**src/rtl/cpu_boot_loader.sv**
```systemverilog
// cpu_boot_loader
// Host-side loader for the pipelined RISC-V core. It receives a framed byte
// stream over a valid/ready interface and does three things:
//   - preloads instruction memory (32-bit words) through the addr_ext/wen_ext/wdata_ext port
//   - preloads data memory (64-bit words) through the addr_ext_2/wen_ext_2/wdata_ext_2 port
//   - starts and stops the core through cpu_enable
//
// Ports
//   clk          : only clock
//   arst_n       : synchronous reset, active-high despite the name
//   rx_valid     : rx_data carries a byte
//   rx_data      : command / payload byte
//   rx_ready     : byte is accepted when rx_valid & rx_ready
//   cpu_enable   : core enable
//   addr_ext     : IMEM byte address
//   wen_ext      : IMEM write enable
//   ren_ext      : IMEM read enable (tied 0)
//   wdata_ext    : IMEM write word
//   addr_ext_2   : DMEM byte address
//   wen_ext_2    : DMEM write enable
//   ren_ext_2    : DMEM read enable (tied 0)
//   wdata_ext_2  : DMEM write word
//   busy         : FSM is not idle
//   error        : sticky protocol error, cleared only by reset
//
// Frame: CMD, BASE lo/hi, COUNT lo/hi, then COUNT little-endian payload words.
//   CMD 0x01 = IMEM load
//   CMD 0x02 = DMEM load
//   CMD 0x03 = RUN
//   CMD 0x04 = HALT
module cpu_boot_loader #(
    parameter int IMEM_WORDS = 512,
    parameter int DMEM_WORDS = 1024
) (
    input  logic        clk,
    input  logic        arst_n,
    input  logic        rx_valid,
    input  logic [7:0]  rx_data,
    output logic        rx_ready,
    output logic        cpu_enable,
    output logic [63:0] addr_ext,
    output logic        wen_ext,
    output logic        ren_ext,
    output logic [31:0] wdata_ext,
    output logic [63:0] addr_ext_2,
    output logic        wen_ext_2,
    output logic        ren_ext_2,
    output logic [63:0] wdata_ext_2,
    output logic        busy,
    output logic        error
);

    typedef enum logic [2:0] {
        IDLE,
        BASE_LO,
        BASE_HI,
        CNT_LO,
        CNT_HI,
        DATA,
        WRITE
    } state_t;

    localparam logic [16:0] IMEM_LIMIT = 17'(IMEM_WORDS);
    localparam logic [16:0] DMEM_LIMIT = 17'(DMEM_WORDS);

    state_t      state;
    state_t      next_state;
    logic        accept;
    logic        is_dmem;
    logic [15:0] base;
    logic [15:0] count;
    logic [15:0] word_idx;
    logic [2:0]  byte_cnt;
    logic [2:0]  last_byte;
    logic [63:0] word_buf;
    logic [63:0] next_buf;
    logic [15:0] full_count;
    logic [16:0] frame_end;
    logic [16:0] frame_limit;
    logic [16:0] cur_index;
    logic        last_word;
    logic        set_error;
    logic        set_run;
    logic        set_halt;
    logic        start_load;

    assign accept      = rx_valid && rx_ready;
    assign last_byte   = is_dmem ? 3'd7 : 3'd3;
    // COUNT high byte is still on rx_data when CNT_HI decides where to go.
    assign full_count  = {rx_data, count[7:0]};
    // 17-bit sum so BASE+COUNT cannot wrap past the bounds check.
    assign frame_end   = {1'b0, base} + {1'b0, full_count};
    assign frame_limit = is_dmem ? DMEM_LIMIT : IMEM_LIMIT;
    assign cur_index   = {1'b0, base} + {1'b0, word_idx};
    assign last_word   = ({1'b0, word_idx} + 17'd1) == {1'b0, count};

    // Insert the incoming byte at its little-endian lane of the word being built.
    always_comb begin
        next_buf = word_buf;
        next_buf[{byte_cnt, 3'b000} +: 8] = rx_data;
    end

    // State register.
    always_ff @(posedge clk) begin
        if (arst_n) begin
            state <= IDLE;
        end else begin
            state <= next_state;
        end
    end

    // Next-state logic plus the one-shot command decode flags.
    always_comb begin
        next_state = state;
        set_error  = 1'b0;
        set_run    = 1'b0;
        set_halt   = 1'b0;
        start_load = 1'b0;
        case (state)
            IDLE: begin
                if (accept) begin
                    case (rx_data)
                        8'h01, 8'h02: begin
                            // Loading into a running core is refused outright.
                            if (cpu_enable) begin
                                set_error = 1'b1;
                            end else begin
                                start_load = 1'b1;
                                next_state = BASE_LO;
                            end
                        end
                        8'h03:   set_run   = 1'b1;
                        8'h04:   set_halt  = 1'b1;
                        default: set_error = 1'b1;
                    endcase
                end
            end
            BASE_LO: if (accept) next_state = BASE_HI;
            BASE_HI: if (accept) next_state = CNT_LO;
            CNT_LO:  if (accept) next_state = CNT_HI;
            CNT_HI: begin
                if (accept) begin
                    if (full_count == 16'd0) begin
                        next_state = IDLE;
                    end else if (frame_end > frame_limit) begin
                        set_error  = 1'b1;
                        next_state = IDLE;
                    end else begin
                        next_state = DATA;
                    end
                end
            end
            DATA: if (accept && byte_cnt == last_byte) next_state = WRITE;
            WRITE: next_state = last_word ? IDLE : DATA;
            default: next_state = IDLE;
        endcase
    end

    // Output decode; everything is forced quiet while reset is held.
    always_comb begin
        rx_ready  = !arst_n && (state != WRITE);
        busy      = !arst_n && (state != IDLE);
        wen_ext   = !arst_n && (state == WRITE) && !is_dmem;
        wen_ext_2 = !arst_n && (state == WRITE) && is_dmem;
        ren_ext   = 1'b0;
        ren_ext_2 = 1'b0;
    end

    // Frame datapath. The address/data ports are loaded together with the
    // final payload byte, so they are valid during WRITE and hold afterwards.
    always_ff @(posedge clk) begin
        if (arst_n) begin
            cpu_enable  <= 1'b0;
            error       <= 1'b0;
            is_dmem     <= 1'b0;
            base        <= '0;
            count       <= '0;
            word_idx    <= '0;
            byte_cnt    <= '0;
            word_buf    <= '0;
            addr_ext    <= '0;
            wdata_ext   <= '0;
            addr_ext_2  <= '0;
            wdata_ext_2 <= '0;
        end else begin
            if (set_error)  error      <= 1'b1;
            if (set_run)    cpu_enable <= 1'b1;
            if (set_halt)   cpu_enable <= 1'b0;
            if (start_load) is_dmem    <= (rx_data == 8'h02);

            case (state)
                BASE_LO: if (accept) base[7:0]   <= rx_data;
                BASE_HI: if (accept) base[15:8]  <= rx_data;
                CNT_LO:  if (accept) count[7:0]  <= rx_data;
                CNT_HI: begin
                    if (accept) begin
                        count[15:8] <= rx_data;
                        word_idx    <= '0;
                        byte_cnt    <= '0;
                    end
                end
                DATA: begin
                    if (accept) begin
                        word_buf <= next_buf;
                        if (byte_cnt == last_byte) begin
                            byte_cnt <= '0;
                            if (is_dmem) begin
                                addr_ext_2  <= {44'd0, cur_index, 3'b000};
                                wdata_ext_2 <= next_buf;
                            end else begin
                                addr_ext    <= {45'd0, cur_index, 2'b00};
                                wdata_ext   <= next_buf[31:0];
                            end
                        end else begin
                            byte_cnt <= byte_cnt + 3'd1;
                        end
                    end
                end
                WRITE: word_idx <= word_idx + 16'd1;
                default: ;
            endcase
        end
    end

endmodule

```
**config.mk**
```make
export PLATFORM = sky130hd
export DESIGN_NAME = cpu_boot_loader
export DESIGN_NICKNAME = d
export VERILOG_FILES = /design/src/rtl/cpu_boot_loader.sv
export SDC_FILE = /design/constraint.sdc
export NUM_CORES = 1
export LEC_CHECK = 0
export BUFFER_PORTS_ARGS = -buffer_cell sky130_fd_sc_hd__buf_2
export CAP_MARGIN = 20
export CORE_ASPECT_RATIO = 1.1
export CORE_MARGIN = 2
export CORE_UTILIZATION = 49
export DETAILED_ROUTE_END_ITERATION = 10
export PLACE_DENSITY = 0.72
export SLEW_MARGIN = 10
export SYNTH_ARGS = -nofsm -noshare
export SYNTH_HDL_FRONTEND = slang
export SYNTH_SLANG_ARGS = --single-unit
```
**constraint.sdc**
```tcl
create_clock -name clk -period 12 [get_ports clk]
set_input_delay 1.8 -clock clk [delete_from_list [all_inputs] [get_ports clk]]
set_output_delay 1.8 -clock clk [all_outputs]
set_load 0.02 [all_outputs]
```
# [Yosys cells after proc, flatten, opt, wreduce, memory -nomap -nowiden]
# Cells that the tools add are included.
[word_totals] ram_bits=0 n_memories=0 elab_cells=112 romBits=0 reg_bits=251 latchBits=0
[op_classes] bitwise=1 n_reduce_logical=27 n_lt_le_gt_ge=1 mul=0 eq_ne=22 addsub=6 mux=38 div_mod_pow=0 shift=2
[op_table] operator="$bwmux 64" n=1
[op_table] operator="$shift 8x8->64 const A" n=1
[op_table] operator="$shiftx 8x8->64" n=1
[op_table] operator="$mux 3" n=15
[op_table] operator="$add 16x16->17" n=2
[op_table] operator="$pmux 16 s2" n=1
[op_table] operator="$pmux 3 s7" n=1
[op_table] operator="$add 16x1->17 const B" n=1
[op_table] operator="$eq 17x16->1" n=1
[op_table] operator="$gt 17x11->1" n=1
[op_table] operator="$add 16x1->16 const B" n=1
[op_table] operator="$eq 8x2->1 const B" n=2
[op_table] operator="$logic_not 16->1" n=1
[op_table] operator="$mux 16" n=1
[op_table] operator="$ne 2x2->1 const B" n=8
[op_table] operator="$mux 1" n=15
[op_table] operator="$reduce_and 2->1" n=6
[op_table] operator="$mux 11" n=1
[op_table] operator="$eq 3x3->1 const B" n=3
[op_table] operator="$eq 8x1->1 const B" n=1
[op_table] operator="$eq 8x3->1 const B" n=1
[op_table] operator="$neg 6->8" n=1
[op_table] operator="$reduce_and 4->1" n=2
[op_table] operator="$reduce_and 8->1" n=1
[op_table] operator="other kinds (16)" n=28

# [Longest topological paths before layout]
[logic_depth] ltp_word=6 depth_mapped=18

# [Worst setup path after synthesis]
# OpenSTA, ideal clock, no wires.
[synth_timing] path_type="in2reg" start="in rx_data[0]" end="reg state[0]" required_time_ns=11.912 arrival_time_ns=4.717 path_buffers=0 path_stages=14 setup_slack_ns=7.195 cell_sequence="ha_1 -> o211a_1 -> a221o_1 -> a21oi_1 -> xnor2_1 -> ha_1 -> nand2_1 -> nor4_2 -> o221a_2 -> o211ai_1 -> a311oi_1 -> a31oi_1 -> or4_4 -> a311oi_2"
[synth_via] elab_chain_len=6 word_cells_on_any_way=12
[synth_lines] element="start: declaration" line_no="38" rtl="input logic [7:0] rx_data,"
[synth_lines] element="$add 16x16->17" line_no="92" rtl="assign frame_end = {1'b0, base} + {1'b0, full_count};"
[synth_lines] element="$gt 17x11->1" line_no="145" rtl="end else if (frame_end > frame_limit) begin"
[synth_lines] element="$mux 3" line_no="145"
[synth_lines] element="$mux 3" line_no="143" rtl="if (full_count == 16'd0) begin"
[synth_lines] element="$mux 3" line_no="142" rtl="if (accept) begin"
[synth_lines] element="$pmux 3 s7" line_no="119" rtl="case (state)"
[synth_lines] element="end signal: assignment" line_no="108" rtl="state <= next_state;"
[synth_lines] element="end: declaration" line_no="66" rtl="state_t state;"
# Parallel ways exist; a longest one is shown, timed or not. The select of a mux whose other input is x is not followed.
# A chain may end at the register's enable or synchronous reset.

# [Final worst setup path]
# Ends and elaborated chain as after synthesis.

==> flow_results.org <==
** Cells and area
- The area growth from synthesis to layout is 11.1%.
- For this run, the post-layout net count is 1599.
- Of the cells placed in the final design, the portion with a size suffix greater than 1 is 14.2%.

** Clock tree
- CTS built an H-tree with a depth of 1.
- Clock-pin slew was measured on the worst setup and hold paths at roughly 0.060 ns.
- Skew-Pair Late Insertion Delay :: around 0.54 ns
- The clock drives about 250 sinks.
- Number of gates resized after cts :: 0
- Counting the buffers created by CTS gives 27.
- The clock passes through at most 3 buffers.
- Hold-fix buffer count after cts :: 0
- # Post-CTS Setup Buffers :: 0
- Clock tree root driver cell :: sky130_fd_sc_hd__clkbuf_16
- Clock tree from TritonCTS :: done

** Placement
- Minimum setup slack after placement :: ~6.4 ns
- The HPWL after detailed placement is 21.2 mm.
- Final weighted congestion in routability-driven placement :: approximately 0.9
- Input/output buffers :: 146

** Synth
- Synth top area cells :: sky130_fd_sc_hd__dfxtp_1 (39%), sky130_fd_sc_hd__mux2i_1 (12%), sky130_fd_sc_hd__nor2_1 (6.8%)
- Of the total synthesized cell area, the portion taken by full adders, half adders and majority gates is under 10%.
- Dominant cell type by area after synthesis :: sky130_fd_sc_hd__dfxtp_1
- Post-synth ARST share :: 0%
- Top-area cell type share of the netlist area :: roughly 40%
- The Yosys step of the flow raised 0 warnings.
- Multiplexer cells account for 11.8% of the synthesized area.
- Complex-gate fraction of the synthesized area :: between 10% and 20%
- Average cell area after synthesis :: ~8.6 um^2
- Synthesis inferred 251 register bits.
- By area, the combinational part of the netlist is dominated by simple AND/OR/NAND/NOR gates.
- The most used flip-flop cell after synthesis is sky130_fd_sc_hd__dfxtp_1.
- The synthesized netlist devotes around 17% of its cell area to simple gates.
- Most instantiated library cell after synthesis :: sky130_fd_sc_hd__dfxtp_1
- Synthesis instantiated 70 different standard cells from the library.
- Summing the areas of all xor and xnor instances in the mapped netlist gives ~2.7% of the synthesized area.
- Gate count of the mapped netlist :: between 1000 and 1500
- Sequential area share after synthesis :: about two fifths
- Combined area of all synthesized cells :: around 13000 um^2
- Count of flip-flops with a built-in enable after synthesis :: 0
- By count the netlist is led by sky130_fd_sc_hd__dfxtp_1 (251), sky130_fd_sc_hd__nor2_1 (229), sky130_fd_sc_hd__mux2i_1 (149), sky130_fd_sc_hd__nand2_1 (125), sky130_fd_sc_hd__a211oi_1 (110).

** Global routing
- For this run the aggregate overflow at the end of global routing stands at 0.
- Entering global routing, the biggest net connects about 110 pins.
- Number of antenna violations at the first check in global routing :: 1
- The first global-routing pass estimated ~50 mm of wire.
- Combined global-route utilization of all metal layers :: between 20 and 25%
- Vias in the first global route :: around 9500

** Timing
- Hold timing on the final database bottoms out at a slack of 0.450 ns.
- Final setup fails :: 0
- Across all setup checks in the final design, the least slack found is between 6 and 7 ns.
- Final Hold Vio Count :: 0
- Clock skew after layout :: 0.0188 ns
- Fmax :: a little under 200 MHz
- Setup repair after global routing missed its margin :: false
- Part of the cycle the worst path needs :: between 40% and 50%
- Time the final worst path needs with I/O delays and setup :: between 5 and 6 ns
- Transition at the pin with the smallest max-transition slack :: between 1 and 1.5 ns
- Final number of max-transition violations :: 0
- Setup total negative slack on the finished layout was measured at 0 ns.
- In this run the tightest slew margin relative to its limit is between 30% and 40%.

** Setup path
- Number of buffer and inverter instances along the worst setup path :: 1
- Crit path DAT :: between 5 and 6 ns
- CP max stage cell :: sky130_fd_sc_hd__or4_4
- Cell mode on critical path :: sky130_fd_sc_hd__ha_1
- Largest driver fanout on the critical path :: 26
- STA classifies the critical path endpoint as a register.
- Path type of the worst setup path :: in -> reg
- The largest single stage delay on the critical path is 0.54 ns.
- Category of cells accounting for the largest share of critical-path delay :: compound AO/OA/AOI/OAI gates
- Cell Chain, Critical Path :: buf_2 > ha_1 > o211a_1 > a221o_1 > a21oi_1 > xnor2_1 > ha_1 > nand2_1 > nor4_2 > o221a_2 > o211ai_1 > a311oi_1 > a31oi_1 > or4_4 > a311oi_2
- Startpoint type of the worst setup path :: input port
- Data required time at the worst endpoint :: around 12 ns

** Detailed routing
- After detailed routing, the average wire length per cell comes to between 15 and 20 um.
- Summing over every cut layer, the via total after detailed routing is 10300.
- Residual DRC count :: 0
- Routed via count divided by cell count :: about 5.4
- The count of nets left with antenna violations once routing finished came out at 0.
- Initial drt markers :: between 600 and 700
- Number of iterations in the first detailed-routing pass :: 6
- Post-Route WL :: 31.4 mm

** Run status
- The run finished with clean final reports.

** Floorplanning
- Total number of placement rows :: between 60 and 70
- During I/O placement, the number of pins put on the boundary was 243.
- Initial cell density of the core :: ~50%
- The floorplan step set the die width to between 150 and 200 um.
- The die covers 27300 um^2.
- From bottom edge to top edge, the die measures between 150 and 200 um.
- Area of the core :: ~25000 um^2

** Job
- Across the run, the number of max-cap violations was 0.

** Min path
- Min-delay worst type :: reg -> reg

** Power
- Power density of the placed cells :: roughly 130 nW/um^2
- In this run the static leakage power is between 5 and 6 nW.
- Worst VDD drop :: roughly 100 uV
==> path summary, 6_finish.rpt <==
kind / from / end / slack (ns) / depth (start not counted)
worst max register to register: base[0] / state[0] / 7.52 / 18
worst max-delay path: rx_data[0] / state[0] / 6.94 / 15
worst min-delay path: addr_ext[9] / addr_ext[9] / 0.45 / 2
worst min register to register: addr_ext[9] / addr_ext[9] / 0.45 / 2
==> placed cells by master (no fill, tap or decap), types with 21 or more instances in the layout <==
master / n
sky130_fd_sc_hd__dfxtp_1: 251
sky130_fd_sc_hd__nor2_1: 229
sky130_fd_sc_hd__mux2i_1: 149
sky130_fd_sc_hd__buf_2: 145
sky130_fd_sc_hd__nand2_1: 125
sky130_fd_sc_hd__a211oi_1: 110
sky130_fd_sc_hd__conb_1: 96
sky130_fd_sc_hd__a21oi_1: 82
sky130_fd_sc_hd__ha_1: 38
sky130_fd_sc_hd__o21ai_0: 29
sky130_fd_sc_hd__clkbuf_16: 27
sky130_fd_sc_hd__nor3_1: 23
sky130_fd_sc_hd__xnor2_1: 21
==> per-stage QoR <==
| step | instance area [um^2] | util (%) | power [mW] | cells |
|---|---|---|---|---|
| 3_5_place_dp | 13200 | 51.8 | 0.922 | 1864 |
| 6_report | 14100 | 55.6 | 1.79 | 1914 |
| 5_1_grt | 14100 | 55.6 | 1.84 | 1913 |
| 2_1_floorplan | 13100 | - | 0.933 | 1570 |
| 4_1_cts | 14100 | 55.5 | 1.80 | 1912 |
| 3_3_place_gp | 13200 | 51.8 | 0.922 | 1864 |
==> per-layer routing <==
layer  GRT usage (%)  routed length, um  vias up
met1            28.6              13500     4847
met5               0                  0        -
met2            38.7              15300      288
li1                -                  -     5148
met3            3.28               1660       56
met4            6.89                873        0
==> logic make-up (layout without fill, tap and decap cells) <==
| kind of cell | after synthesis | after routing |
|---|---|---|
| AOI/OAI and AO/OA | 290 | 290 |
| xor gates and xnor gates | 39 | 39 |
| and+or+nand+nor | 483 | 483 |
| buffers and inverters | 221 | 218 |
| muxes | 150 | 150 |
| adders and majority gates | 40 | 40 |
| DFF | 251 | 251 |
| other | 1 | 97 |
==> worst reg2reg max path, delay by kind of cell (launching register included) <==
kind	cells	cell delay, ns
AO/OA/AOI/OAI	9	1.92
XOR/XNOR	1	0.09
adder cells (fa/ha/maj)	3	0.96
flip-flops	1	0.36
AND/OR/NAND/NOR	5	1.08
==> area by class of cell <==
class,instances,area [um^2]
diodes,1,2.50
clock buffers,34,742
clock inverters,14,205
fillers,2346,11300
inverters,15,56.3
multi-input cells,1098,6850
flip-flops and latches,251,5020
well taps,346,433
repair buffers,155,825
==> registers in the layout (all words and copies together), names as in the netlist <==
signal       flops
word_buf        64
word_idx        16
wdata_ext_2     64
state            3
error            1
byte_cnt         3
wdata_ext       32
addr_ext_2      17
base            16
addr_ext        17
count           16
cpu_enable       1
is_dmem          1
==> where the power goes <==
group | internal (mW) | leakage (nW) | switching [mW]
clock | 0.544 | 0.468 | 0.340
sequential | 0.833 | 2.02 | 0.000516
combinational | 0.0104 | 3.43 | 0.0616
total | 1.39 | 5.92 | 0.402
Note: power is estimated with default switching activity, not from simulation.
